## config.mk

```make
export PLATFORM = sky130hd
export DESIGN_NAME = btn_debounce
export DESIGN_NICKNAME = d
export VERILOG_FILES = /design/src/rtl/btn_debounce_pkg.sv /design/src/rtl/debounce_channel.sv /design/src/rtl/btn_debounce.sv
export SDC_FILE = /design/constraint.sdc
export NUM_CORES = 1
export LEC_CHECK = 0
export ABC_AREA = 1
export BUFFER_PORTS_ARGS = -buffer_cell sky130_fd_sc_hd__buf_2
export CAP_MARGIN = 15
export CORE_UTILIZATION = 35
export CTS_CLUSTER_SIZE = 30
export DETAILED_ROUTE_END_ITERATION = 8
export GPL_TIMING_DRIVEN = 1
export SYNTH_ARGS = -nofsm -noshare
export SYNTH_HDL_FRONTEND = slang
export SYNTH_SLANG_ARGS = --single-unit
```

## constraint.sdc

```tcl
create_clock -name CLK -period 2.6 [get_ports CLK]
set_clock_uncertainty 0.2 [all_clocks]
set_input_delay 0.26 -clock CLK [delete_from_list [all_inputs] [get_ports CLK]]
set_output_delay 0.26 -clock CLK [all_outputs]
set_load 0.005 [all_outputs]
```

## src/rtl/btn_debounce_pkg.sv

```systemverilog
// Shared constants for the pushbutton conditioning path (12 MHz iCEBreaker defaults).
// Autorepeat defaults are only used when BTN_AUTOREPEAT_EN is defined.
package btn_debounce_pkg;

    localparam int CLK_HZ                  = 12000000;
    localparam int DEFAULT_DEBOUNCE_CYCLES = CLK_HZ / 100;  // 10 ms
    localparam int DEFAULT_HOLD_CYCLES     = CLK_HZ / 2;    // 500 ms before the first repeat
    localparam int DEFAULT_REPEAT_CYCLES   = CLK_HZ / 10;   // 100 ms between repeats

    // BTN_N is the only active-low button on the board.
    localparam logic [3:0] DEFAULT_ACTIVE_LOW_MASK = 4'b1000;

    function automatic int cnt_width(input int cycles);
        return (cycles < 2) ? 1 : $clog2(cycles);
    endfunction

endpackage

```

## src/rtl/debounce_channel.sv

```systemverilog
// One button channel: polarity fix, 2-flop synchroniser, stability counter, edge pulses.
// Defining BTN_AUTOREPEAT_EN adds a hold counter that emits repeated press pulses.
module debounce_channel
    import btn_debounce_pkg::*;
#(
    parameter int   DEBOUNCE_CYCLES = DEFAULT_DEBOUNCE_CYCLES,
    parameter int   HOLD_CYCLES     = DEFAULT_HOLD_CYCLES,
    parameter int   REPEAT_CYCLES   = DEFAULT_REPEAT_CYCLES,
    parameter logic ACTIVE_LOW      = 1'b0
) (
    input  logic clk_i,
    input  logic rst_i,
    input  logic pin_i,
    output logic state_o,
    output logic press_o,
    output logic release_o
);

    localparam int               CNT_W   = cnt_width(DEBOUNCE_CYCLES);
    localparam logic [CNT_W-1:0] CNT_MAX = CNT_W'(DEBOUNCE_CYCLES - 1);

    if (DEBOUNCE_CYCLES < 2 || REPEAT_CYCLES < 1 || HOLD_CYCLES < REPEAT_CYCLES) begin : g_bad_cfg
        $error("debounce_channel: invalid cycle parameters");
    end

    logic             pin_n;
    logic             s1_q, s2_q;
    logic             state_q, state_d;
    logic             press_q, press_d;
    logic             release_q, release_d;
    logic [CNT_W-1:0] cnt_q, cnt_d;
    logic             rise, fall;

    assign pin_n = pin_i ^ ACTIVE_LOW;

    // The state only flips after an unbroken run of DEBOUNCE_CYCLES mismatches.
    always_comb begin
        state_d = state_q;
        cnt_d   = cnt_q;
        if (s2_q == state_q) begin
            cnt_d = '0;
        end else if (cnt_q == CNT_MAX) begin
            state_d = s2_q;
            cnt_d   = '0;
        end else begin
            cnt_d = cnt_q + 1'b1;
        end
    end

    assign rise = state_d & ~state_q;
    assign fall = ~state_d & state_q;

`ifdef BTN_AUTOREPEAT_EN
    localparam int                HOLD_W      = cnt_width(HOLD_CYCLES);
    localparam logic [HOLD_W-1:0] HOLD_MAX    = HOLD_W'(HOLD_CYCLES - 1);
    localparam logic [HOLD_W-1:0] HOLD_RELOAD = HOLD_W'(HOLD_CYCLES - REPEAT_CYCLES);

    logic [HOLD_W-1:0] hold_q, hold_d;
    logic              repeat_hit;

    // Reloading to HOLD-REPEAT makes every later repeat REPEAT_CYCLES apart without wrapping.
    always_comb begin
        hold_d     = hold_q;
        repeat_hit = 1'b0;
        if (!state_q) begin
            hold_d = '0;
        end else if (hold_q == HOLD_MAX) begin
            hold_d     = HOLD_RELOAD;
            repeat_hit = state_d;
        end else begin
            hold_d = hold_q + 1'b1;
        end
    end

    always_ff @(posedge clk_i) begin
        if (rst_i) begin
            hold_q <= '0;
        end else begin
            hold_q <= hold_d;
        end
    end

    assign press_d = rise | repeat_hit;
`else
    assign press_d = rise;
`endif

    assign release_d = fall;

    always_ff @(posedge clk_i) begin
        if (rst_i) begin
            s1_q      <= 1'b0;
            s2_q      <= 1'b0;
            state_q   <= 1'b0;
            cnt_q     <= '0;
            press_q   <= 1'b0;
            release_q <= 1'b0;
        end else begin
            s1_q      <= pin_n;
            s2_q      <= s1_q;
            state_q   <= state_d;
            cnt_q     <= cnt_d;
            press_q   <= press_d;
            release_q <= release_d;
        end
    end

    assign state_o   = state_q;
    assign press_o   = press_q;
    assign release_o = release_q;

endmodule

```

## src/rtl/btn_debounce.sv

```systemverilog
// Conditions NUM_BTN raw pushbutton pins into debounced levels and press/release pulses.
// Defining BTN_AUTOREPEAT_EN adds autorepeat press pulses while a button is held.
module btn_debounce
    import btn_debounce_pkg::*;
#(
    parameter int                 NUM_BTN         = 4,
    parameter int                 DEBOUNCE_CYCLES = DEFAULT_DEBOUNCE_CYCLES,
    parameter logic [NUM_BTN-1:0] ACTIVE_LOW_MASK = NUM_BTN'(DEFAULT_ACTIVE_LOW_MASK),
    parameter int                 HOLD_CYCLES     = DEFAULT_HOLD_CYCLES,
    parameter int                 REPEAT_CYCLES   = DEFAULT_REPEAT_CYCLES
) (
    input  logic               CLK,
    input  logic               RST,
    input  logic [NUM_BTN-1:0] btn_in,
    output logic [NUM_BTN-1:0] btn_state,
    output logic [NUM_BTN-1:0] btn_press,
    output logic [NUM_BTN-1:0] btn_release
);

    for (genvar i = 0; i < NUM_BTN; i++) begin : g_ch
        debounce_channel #(
            .DEBOUNCE_CYCLES (DEBOUNCE_CYCLES),
            .HOLD_CYCLES     (HOLD_CYCLES),
            .REPEAT_CYCLES   (REPEAT_CYCLES),
            .ACTIVE_LOW      (ACTIVE_LOW_MASK[i])
        ) u_ch (
            .clk_i     (CLK),
            .rst_i     (RST),
            .pin_i     (btn_in[i]),
            .state_o   (btn_state[i]),
            .press_o   (btn_press[i]),
            .release_o (btn_release[i])
        );
    end

endmodule
```

==> results of run 1 <==
-- per-layer routing --
metal / vias up / part of all wire (%) / GRT usage (%)
li1: 1968 / - / -
met1: 1616 / 51 / 18.1
met2: 40 / 46 / 24.6
met3: 6 / 1.9 / 2.38
met4: 0 / 0.76 / 5.33
met5: - / 0 / 0
-- state kept, by name, summed over array words and instances, names as in the netlist --
register	cells
g_ch.u_ch.cnt_q	68
g_ch.u_ch.s1_q	4
g_ch.u_ch.state_o	4
g_ch.u_ch.s2_q	4
g_ch.u_ch.release_o	4
g_ch.u_ch.press_o	4
-- layout make-up --
type / instances / area (um2) / area share, %
clock buffer: 14 / 254 / 5.39
inverter: 84 / 318 / 6.75
tap: 143 / 179 / 3.80
sequential: 88 / 1760 / 37.4
timing repair buffer: 21 / 125 / 2.66
clock inverter: 2 / 38.8 / 0.824
multi-input combinational: 431 / 2030 / 43.2
-- worst min path at each step --
| stage | from | to | cells after the start |
|---|---|---|---|
| finish | RST | g_ch[1].u_ch.s1_q$_SDFF_PP0_ | 2 |
| global placement | g_ch[1].u_ch.s1_q$_SDFF_PP0_ | g_ch[1].u_ch.s2_q$_SDFF_PP0_ | 2 |
| detailed placement | g_ch[0].u_ch.s1_q$_SDFF_PP0_ | g_ch[0].u_ch.s2_q$_SDFF_PP0_ | 2 |
| global route | RST | g_ch[2].u_ch.s2_q$_SDFF_PP0_ | 2 |
| CTS | RST | g_ch[1].u_ch.s1_q$_SDFF_PP0_ | 2 |
| floorplan | btn_in[3] | g_ch[3].u_ch.s1_q$_SDFF_PP0_ | 1 |
-- power breakdown --
| part | internal [mW] | switching [mW] | total (mW) |
|---|---|---|---|
| registers | 1.36 | 0.00499 | 1.36 |
| clock network | 0.775 | 0.501 | 1.28 |
| logic | 0.0129 | 0.0228 | 0.0357 |
| total | 2.14 | 0.529 | 2.67 |
-- cell usage in the layout, fill, tap and decap left out --
| master | synthesis | final |
|---|---|---|
| o21ai_0 | 16 | 16 |
| nor2_2 | 3 | 3 |
| or2_2 | 5 | 5 |
| dlygate4sd3_1 | 0 | 4 |
| nand3_1 | 45 | 45 |
| inv_1 | 82 | 82 |
| clkbuf_1 | 1 | 4 |
| nor2_1 | 130 | 130 |
| a21oi_2 | 1 | 1 |
| nand3_2 | 2 | 2 |
| nand2_2 | 6 | 6 |
| inv_2 | 1 | 1 |
| nand2_1 | 133 | 133 |
| buf_2 | 0 | 17 |
| nor2_4 | 2 | 2 |
| xnor2_1 | 10 | 10 |
| o21bai_1 | 1 | 1 |
| dfxtp_1 | 88 | 88 |
| clkbuf_8 | 0 | 1 |
| nor3_1 | 3 | 3 |
| nor4_1 | 1 | 1 |
| nand3b_1 | 1 | 1 |
| inv_4 | 1 | 1 |
| clkinv_4 | 0 | 1 |
| a21oi_1 | 30 | 30 |
| ha_1 | 4 | 4 |
| bufinv_16 | 0 | 1 |
| xor2_1 | 16 | 16 |
| clkbuf_16 | 0 | 9 |
| nand4_1 | 22 | 22 |
-- kinds of logic after synthesis --
group           after synthesis  synth area share (%)
flops                        88                  41.3
buf+inv                     102                  11.0
xor+xnor                     26                  5.34
simple gates                353                  35.4
compound gates               48                  5.78
fa+ha+maj                     4                  1.17
==> metrics.csv, run 1 <==
stage,metric,value,unit
place,Buffers on Ports,17,
final_layout,diodes inserted,0,
cts,clk slew on worst S/H paths,0.06,ns
logic_synthesis,Syn Nets,631,
timing,post-route setup slack,0.880,ns
cts,CTS root buf,clkbuf_16,
drt,1st-iter DRT viols,238,
logic_synthesis,Mapped Cells,621,
floorplanning,effective utilization at floorplan,36.6,%
global_routing,gr usage total,14.3,%
timing,Relative slew margins,74.3,%
logic_synthesis,asr flop ratio synth,0,%
drt,routed len/inst,10.6,um
timing,Sum Neg Setup Slack,0,ns
timing,period utilization,66.2,%
logic_synthesis,Synth area leaders,"dfxtp_1 41%, nand2_1 12%, nor2_1 11%",
logic_synthesis,"EDFF count, synth",0,
cts,Clock Latency Late Sink,0.33,ns
critical_path,CP peak stage delay,0.37,ns
status,status,completed,
critical_path,CP Buf/Inv Count,1,
global_routing,largest net degree at the start of global routing,18,
power_and_ir_drop,Total Power,2.67,mW
floorplanning,DIE AREA,12600,um2
cts,H-tree levels,3,
drt,drt first pass iters,4,
logic_synthesis,Mapped Area,4260,um2
cts,TritonCTS buffer count,9,
place,hpwl dp,6140,um
timing,post-route minimum period,1.72,ns
critical_path,Critical Path RT,2.60,ns
critical_path,Reg-to-Reg End,g_ch[0].u_ch.cnt_q[4]$_SDFF_PP0_,
place,GPL Wtd Cong,0.859,
timing,Hold Slack,0.0494,ns
logic_synthesis,Synth Register Bits,88,
hold_path,hold crit path type,in2reg,
place,Post-Place Cells,763,
critical_path,crit path from,g_ch[0].u_ch.cnt_q[0]$_SDFF_PP0_,
place,"Cell Area, Placed",4380,um2
drt,Remaining DRCs,0,
job,max cap viols,0,
place,pre-CTS WS,0.895,ns
critical_path,R2R depth,6,
critical_path,WP depth,6,
drt,via count,3630,
global_routing,first-pass GRT wire length,15000,um
critical_path,Reg2Reg Setup Slack,0.88,ns
critical_path,worst r2r src,g_ch[0].u_ch.cnt_q[0]$_SDFF_PP0_,
final_layout,fin area,4710,um2
timing,# setup viols final,0,
logic_synthesis,Post-synth top cells,"133 x nand2_1, 130 x nor2_1, 88 x dfxtp_1, 82 x inv_1, 45 x nand3_1",
floorplanning,Ports,18,
critical_path,crit-path cells,ha_1 > nand3_1 > inv_1 > nand3_1 > nand2_2 > a21oi_1,
global_routing,initial antenna violation count,0,
timing,Max Clock Freq,0.581,GHz
critical_path,crit end category,flop,
floorplanning,die span in x,112,um
final_layout,Filler cells,1229,
critical_path,WP data arrival,1.72,ns
power_and_ir_drop,Cell Pwr Density,567,nW/um2
power_and_ir_drop,Worst IR Drop VDD,0.364,mV
critical_path,crit-path leading delay family,simple AND/OR/NAND/NOR gates,
critical_path,CP Class,reg2reg,
logic_synthesis,Synth area leader,dfxtp_1,
cts,hold_buf cts,4,
logic_synthesis,top-count cell post-synth,nand2_1,
logic_synthesis,post-synthesis area per instance,6.86,um2
critical_path,Critical Path Slowest Stage Cell,dfxtp_1,
floorplanning,Std-Cell Rows,39,
global_routing,number of global-route vias before repair,3419,
final_layout,post-route insts no fill,783,
logic_synthesis,library cells used by synthesis,26,
final_layout,share of layout cells above drive strength 1,7.81,%
logic_synthesis,YS warnings,0,
drt,vias per inst,4.64,
critical_path,most used cell along the critical path,nand3_1,
cts,total setup buffers inserted after CTS,0,
final_layout,fin util,40.4,%
cts,Post-CTS Resized,0,
drt,Routed WL,8280,um
logic_synthesis,post-synthesis sequential area ratio,41.3,%
floorplanning,Core Box Area,11700,um2
critical_path,Startpoint Class,flop,
global_routing,GR Overflow Total,0,
critical_path,Critical Path End,g_ch[0].u_ch.cnt_q[4]$_SDFF_PP0_,
timing,RSZ-0062 raised after global routing,no,
final_layout,Area Overhead vs Synth,10.5,%
drt,post-route ant nets,0,
floorplanning,DIE HEIGHT,112,um
timing,final number of max-transition violations,0,
cts,CTS tree,built,
timing,Final Hold Viols,0,
cts,Sink Count,88,
logic_synthesis,Synth top area share,41.3,%
power_and_ir_drop,LEAKAGE,1.63,nW
critical_path,crit path max fanout,16,
logic_synthesis,ys flop type,dfxtp_1,
final_layout,Final nets,645,
cts,clk buf depth,2,
timing,Tightest Pin Transition,0.384,ns
(Power assumes the default switching activity.)
==> run 2, diff against run 1 <==
==> constraint.sdc (replaced) <==
create_clock -name CLK -period 1.49 [get_ports CLK]
set_clock_uncertainty 0.2 [all_clocks]
set_input_delay 0.149 -clock CLK [delete_from_list [all_inputs] [get_ports CLK]]
set_output_delay 0.149 -clock CLK [all_outputs]
set_load 0.005 [all_outputs]
==> metrics.csv, run 2 (synthesized netlist as in run 1, its figures left out) <==
stage,metric,value,unit
critical_path,crit path max fanout,8,
global_routing,GR Overflow Total,0,
timing,post-route setup slack,-0.0839,ns
status,failing checks,"hold timing, setup timing",
global_routing,largest net degree at the start of global routing,18,
cts,TritonCTS buffer count,9,
final_layout,"most common cell after layout, fill and taps aside",nand2_1,
drt,WL met1,4610,um
final_layout,most frequent cells in the layout,"128 x nand2_1, 97 x nor2_1, 77 x inv_1",
critical_path,Reg2Reg Setup Slack,-0.08,ns
critical_path,WP data arrival,1.60,ns
place,"Cell Area, Placed",4830,um2
timing,Hold Slack,-0.0300,ns
drt,drt first pass iters,4,
global_routing,initial antenna violation count,0,
cts,Clock Latency Late Sink,0.33,ns
critical_path,CP Class,reg2reg,
drt,routed len/inst,11.7,um
hold_path,hold crit path type,in2reg,
critical_path,Reg-to-Reg End,g_ch[2].u_ch.cnt_q[7]$_SDFF_PP0_,
drt,Remaining DRCs,0,
global_routing,number of global-route vias before repair,3846,
timing,# setup viols final,17,
floorplanning,effective utilization at floorplan,36.6,%
cts,Sink Count,88,
global_routing,gr usage total,15.8,%
floorplanning,die span in x,112,um
critical_path,Critical Path RT,1.51,ns
drt,vias per inst,4.67,
critical_path,crit end category,flop,
timing,final number of max-transition violations,0,
cts,clk slew on worst S/H paths,0.07,ns
critical_path,Startpoint Class,flop,
power_and_ir_drop,LEAKAGE,2.11,nW
drt,1st-iter DRT viols,215,
final_layout,Final nets,723,
final_layout,share of layout cells above drive strength 1,29.4,%
power_and_ir_drop,Total Power,4.81,mW
final_layout,Area Overhead vs Synth,37.6,%
timing,post-route minimum period,1.57,ns
timing,Max Clock Freq,0.635,GHz
final_layout,Biggest register,g_ch.u_ch.cnt_q,
critical_path,Critical Path End,g_ch[2].u_ch.cnt_q[7]$_SDFF_PP0_,
place,Post-Place Cells,815,
critical_path,worst r2r src,g_ch[2].u_ch.cnt_q[1]$_SDFF_PP0_,
power_and_ir_drop,Worst IR Drop VDD,0.680,mV
timing,Tightest Pin Transition,0.297,ns
timing,Final Hold Viols,4,
drt,post-route ant nets,0,
timing,period utilization,106,%
power_and_ir_drop,Cell Pwr Density,820,nW/um2
final_layout,diodes inserted,0,
critical_path,R2R depth,7,
drt,top layer in use,met4,
cts,CTS tree,built,
final_layout,post-route insts no fill,861,
floorplanning,DIE HEIGHT,112,um
drt,met3 wire len,268,um
place,Buffers on Ports,17,
cts,H-tree levels,3,
cts,CTS root buf,clkbuf_16,
global_routing,first-pass GRT wire length,16500,um
timing,RSZ-0062 raised after global routing,yes,
place,GPL Wtd Cong,0.815,
place,hpwl dp,6650,um
status,status,"finished, violations left",
drt,via count,4017,
floorplanning,Ports,18,
final_layout,max reg flops,68,
floorplanning,Core Box Area,11700,um2
timing,Relative slew margins,80.1,%
drt,Routed WL,10100,um
drt,met2 wire length,5030,um
floorplanning,Std-Cell Rows,39,
final_layout,fin area,5860,um2
floorplanning,DIE AREA,12600,um2
critical_path,crit path from,g_ch[2].u_ch.cnt_q[1]$_SDFF_PP0_,
job,max cap viols,0,
cts,clk buf depth,2,
run 2: how the worst min path moves through the flow:
stage | slack [ns] | cells past startpoint | end | from
floorplan | 0.02 | 1 | g_ch[3].u_ch.s1_q$_SDFF_PP0_ | btn_in[3]
global placement | 0.12 | 2 | g_ch[3].u_ch.s1_q$_SDFF_PP0_ | btn_in[3]
detailed placement | 0.12 | 2 | g_ch[3].u_ch.s1_q$_SDFF_PP0_ | btn_in[3]
CTS | -0.05 | 4 | g_ch[3].u_ch.state_o$_SDFF_PP0_ | RST
global route | 0.01 | 4 | g_ch[2].u_ch.press_o$_SDFF_PP0_ | RST
finish | -0.03 | 4 | g_ch[0].u_ch.press_o$_SDFF_PP0_ | RST
run 2: area by class of cell:
| cell class | count | area (um2) |
|---|---|---|
| Tap cell | 143 | 179 |
| Fill cell | 1062 | 5800 |
| Sequential cell | 88 | 1800 |
| Multi-Input combinational cell | 432 | 2430 |
| Clock buffer | 12 | 256 |
| Inverter | 84 | 320 |
| Clock inverter | 4 | 51.3 |
| Timing Repair Buffer | 98 | 828 |
run 2: worst max-delay path, cell delays in order (launching register included):
cell	delay (ns)
dfxtp_4	0.37
ha_4	0.15
nand3_4	0.12
nor2_4	0.16
nand3_4	0.10
nand2_4	0.13
clkbuf_16	0.19
nor2_4	0.03
run 2: per-stage QoR:
stage               worst slack [ns]  hold WS (ns)  TNS [ns]  utilization [%]
finish                       -0.0839       -0.0300    -0.959             50.3
global route                  -0.130        0.0113     -2.73             50.3
CTS                         -0.00199       -0.0507  -0.00199             46.0
detailed placement           -0.0363         0.122    -0.812             41.5
global placement            0.000773         0.121         0             41.5
floorplan                    0.00326        0.0157         0                -
run 2: routing by layer:
layer / vias up / track usage (%)
li1: 2113 / -
met5: - / 0
met3: 11 / 3.67
met2: 55 / 27.5
met1: 1838 / 19.4
met4: 0 / 5.07
run 2: what timing repair did:
item                                    CTS  global route
gates cloned                              1             2
endpoints found under the setup margin   54            78
hold buffers                             12             2
setup buffers                             4            10
hold endpoints to repair                 20             3
gates resized for setup                  15           111
pin swaps                                 5            24
run 2: where the power goes:
part	switching, mW	internal (mW)
Clock	0.922	1.40
Combinational	0.0594	0.0617
Sequential	0.0110	2.36
==> run 3, diff against run 2 <==
--- a/config.mk
+++ b/config.mk
@@ -6,6 +6,7 @@
 export NUM_CORES = 1
 export LEC_CHECK = 0
 export ABC_AREA = 1
+export ABC_CLOCK_PERIOD_IN_PS = 1490
 export BUFFER_PORTS_ARGS = -buffer_cell sky130_fd_sc_hd__buf_2
 export CAP_MARGIN = 15
 export CORE_UTILIZATION = 35
==> constraint.sdc (replaced) <==
create_clock -name CLK -period 1.49 [get_ports CLK]
set_clock_uncertainty 0.2 [all_clocks]
set_input_delay 0 -clock CLK [delete_from_list [all_inputs] [get_ports CLK]]
set_output_delay 0 -clock CLK [all_outputs]
set_load 0.005 [all_outputs]
==> metrics.csv, run 3 (synthesized netlist as in run 1, its figures left out) <==
stage,metric,value,unit
status,status,completed,
global_routing,largest net degree at the start of global routing,17,
global_routing,initial antenna violation count,0,
power_and_ir_drop,Sw Pwr,1.00,mW
cts,clk slew on worst S/H paths,0.06,ns
timing,Relative slew margins,72.2,%
cts,TritonCTS buffer count,9,
place,Post-Place Cells,814,
drt,drt first pass iters,5,
power_and_ir_drop,Cell Pwr Density,842,nW/um2
cts,H-tree levels,3,
cts,CTS root buf,clkbuf_16,
power_and_ir_drop,Pint,3.77,mW
final_layout,Filler cells,1109,
final_layout,Biggest register,g_ch.u_ch.cnt_q,
final_layout,Final nets,717,
final_layout,multi-input combinational cell area,2320,um2
cts,CTS tree,built,
floorplanning,Ports,18,
final_layout,most frequent cells in the layout,"130 x nand2_1, 109 x nor2_1, 78 x inv_1",
final_layout,diodes inserted,0,
global_routing,gr usage total,15.9,%
timing,period utilization,98.7,%
drt,routed len/inst,11.2,um
global_routing,first-pass GRT wire length,16400,um
floorplanning,DIE AREA,12600,um2
job,max cap viols,0,
critical_path,crit path max fanout,5,
final_layout,FF/Latch Area,1800,um2
power_and_ir_drop,switching share of total power,21.0,%
cts,clk buf depth,2,
final_layout,post-route insts no fill,855,
critical_path,Startpoint Class,flop,
final_layout,share of layout cells above drive strength 1,26.0,%
drt,post-route ant nets,0,
power_and_ir_drop,Worst IR Drop VDD,0.657,mV
critical_path,crit end category,flop,
timing,RSZ-0062 raised after global routing,yes,
drt,1st-iter DRT viols,241,
power_and_ir_drop,LEAKAGE,2.05,nW
drt,via count,4006,
timing,Final Hold Viols,0,
hold_path,hold crit path type,in2reg,
final_layout,max reg flops,68,
cts,Clock Latency Late Sink,0.33,ns
global_routing,GR Overflow Total,0,
power_and_ir_drop,clock share of power,47.8,%
critical_path,Critical Path RT,1.56,ns
final_layout,"most common cell after layout, fill and taps aside",nand2_1,
timing,final number of max-transition violations,0,
drt,Remaining DRCs,0,
drt,Routed WL,9570,um
place,GPL Wtd Cong,0.818,
final_layout,fin area,5660,um2
timing,# setup viols final,0,
floorplanning,effective utilization at floorplan,36.6,%
power_and_ir_drop,Total Power,4.77,mW
final_layout,Area Overhead vs Synth,32.9,%
timing,post-route minimum period,1.47,ns
cts,Sink Count,88,
drt,vias per inst,4.69,
place,Buffers on Ports,17,
place,"Cell Area, Placed",4830,um2
place,hpwl dp,6640,um
critical_path,CP Class,reg2reg,
floorplanning,Std-Cell Rows,39,
timing,Hold Slack,0.0756,ns
global_routing,number of global-route vias before repair,3696,
floorplanning,Core Box Area,11700,um2
floorplanning,DIE HEIGHT,112,um
critical_path,WP data arrival,1.54,ns
power_and_ir_drop,Logic pwr share,2.4,%
power_and_ir_drop,part of the power in registers,49.8,%
floorplanning,die span in x,112,um
timing,Tightest Pin Transition,0.416,ns
timing,Max Clock Freq,0.680,GHz
run 3: cell types whose count changed in the layout (fill, tap and decap cells not counted), sizes merged:
cell	delta
clkbuf	-2
inv	-1
clkinv	+2
buf	-5
run 3: what timing repair did:
| item | in CTS | in global routing |
|---|---|---|
| gates resized for setup | 29 | 61 |
| hold buffers | 12 | 2 |
| buffers inserted | 0 | 9 |
| hold endpoints to repair | 21 | 9 |
| pin swaps | 7 | 16 |
| endpoints found under the setup margin | 55 | 79 |
| gates cloned | 1 | 1 |
run 3: per-layer routing:
layer  part of all wire (%)  vias up  global-route usage (%)
met4                    1.4        0                    4.62
met2                     48       68                    27.3
met5                      0        -                       0
met3                    3.2       14                    3.73
met1                     48     1813                    19.8
li1                       -     2111                       -
run 3: final timing paths:
| check | startpoint | endpoint | slack (ns) | cells past startpoint |
|---|---|---|---|---|
| worst max-delay path | g_ch[3].u_ch.cnt_q[0]$_SDFF_PP0_ | g_ch[3].u_ch.cnt_q[14]$_SDFF_PP0_ | 0.02 | 9 |
| worst max register to register | g_ch[3].u_ch.cnt_q[0]$_SDFF_PP0_ | g_ch[3].u_ch.cnt_q[14]$_SDFF_PP0_ | 0.02 | 9 |
| worst min-delay path | RST | g_ch[3].u_ch.cnt_q[10]$_SDFF_PP0_ | 0.08 | 7 |
| worst min register to register | g_ch[1].u_ch.s1_q$_SDFF_PP0_ | g_ch[1].u_ch.s2_q$_SDFF_PP0_ | 0.20 | 2 |
run 3: through the flow:
| step | worst slack [ns] | TNS [ns] | utilization [%] |
|---|---|---|---|
| 2_1_floorplan | 0.00326 | 0 | - |
| 3_3_place_gp | -0.0119 | -0.0232 | 41.4 |
| 3_5_place_dp | -0.0464 | -0.886 | 41.4 |
| 4_1_cts | -0.00934 | -0.0291 | 46.1 |
| 5_1_grt | -0.106 | -0.698 | 48.6 |
| 6_report | 0.0189 | 0 | 48.6 |
run 3: power by group through the flow:
stage                     registers (mW)  logic (mW)  clock network [mW]
after floorplan                     2.42      0.0457                   0
after global placement              2.43      0.0754                   0
after detailed placement            2.43      0.0769                   0
after CTS                           2.37      0.0991                2.32
after global routing                2.38       0.125                2.42
final                               2.37       0.112                2.28
run 3: cell type report:
| class | instances | area share, % |
|---|---|---|
| clock buffers | 11 | 4.29 |
| clock inverters | 5 | 0.994 |
| inverters | 84 | 5.65 |
| multi-input cells | 432 | 40.9 |
| flip-flops and latches | 88 | 31.7 |
| well taps | 143 | 3.16 |
| repair buffers | 92 | 13.3 |
run 3: critical path, cell delays in order (launching register included):
cell and delay [ns]:
dfxtp_2 0.35, ha_4 0.14, nand2_2 0.05, nor2_4 0.15
nand2_4 0.09, nor2_4 0.16, nand2_2 0.06, nand2_1 0.05
nand2_1 0.05, nor2_1 0.10
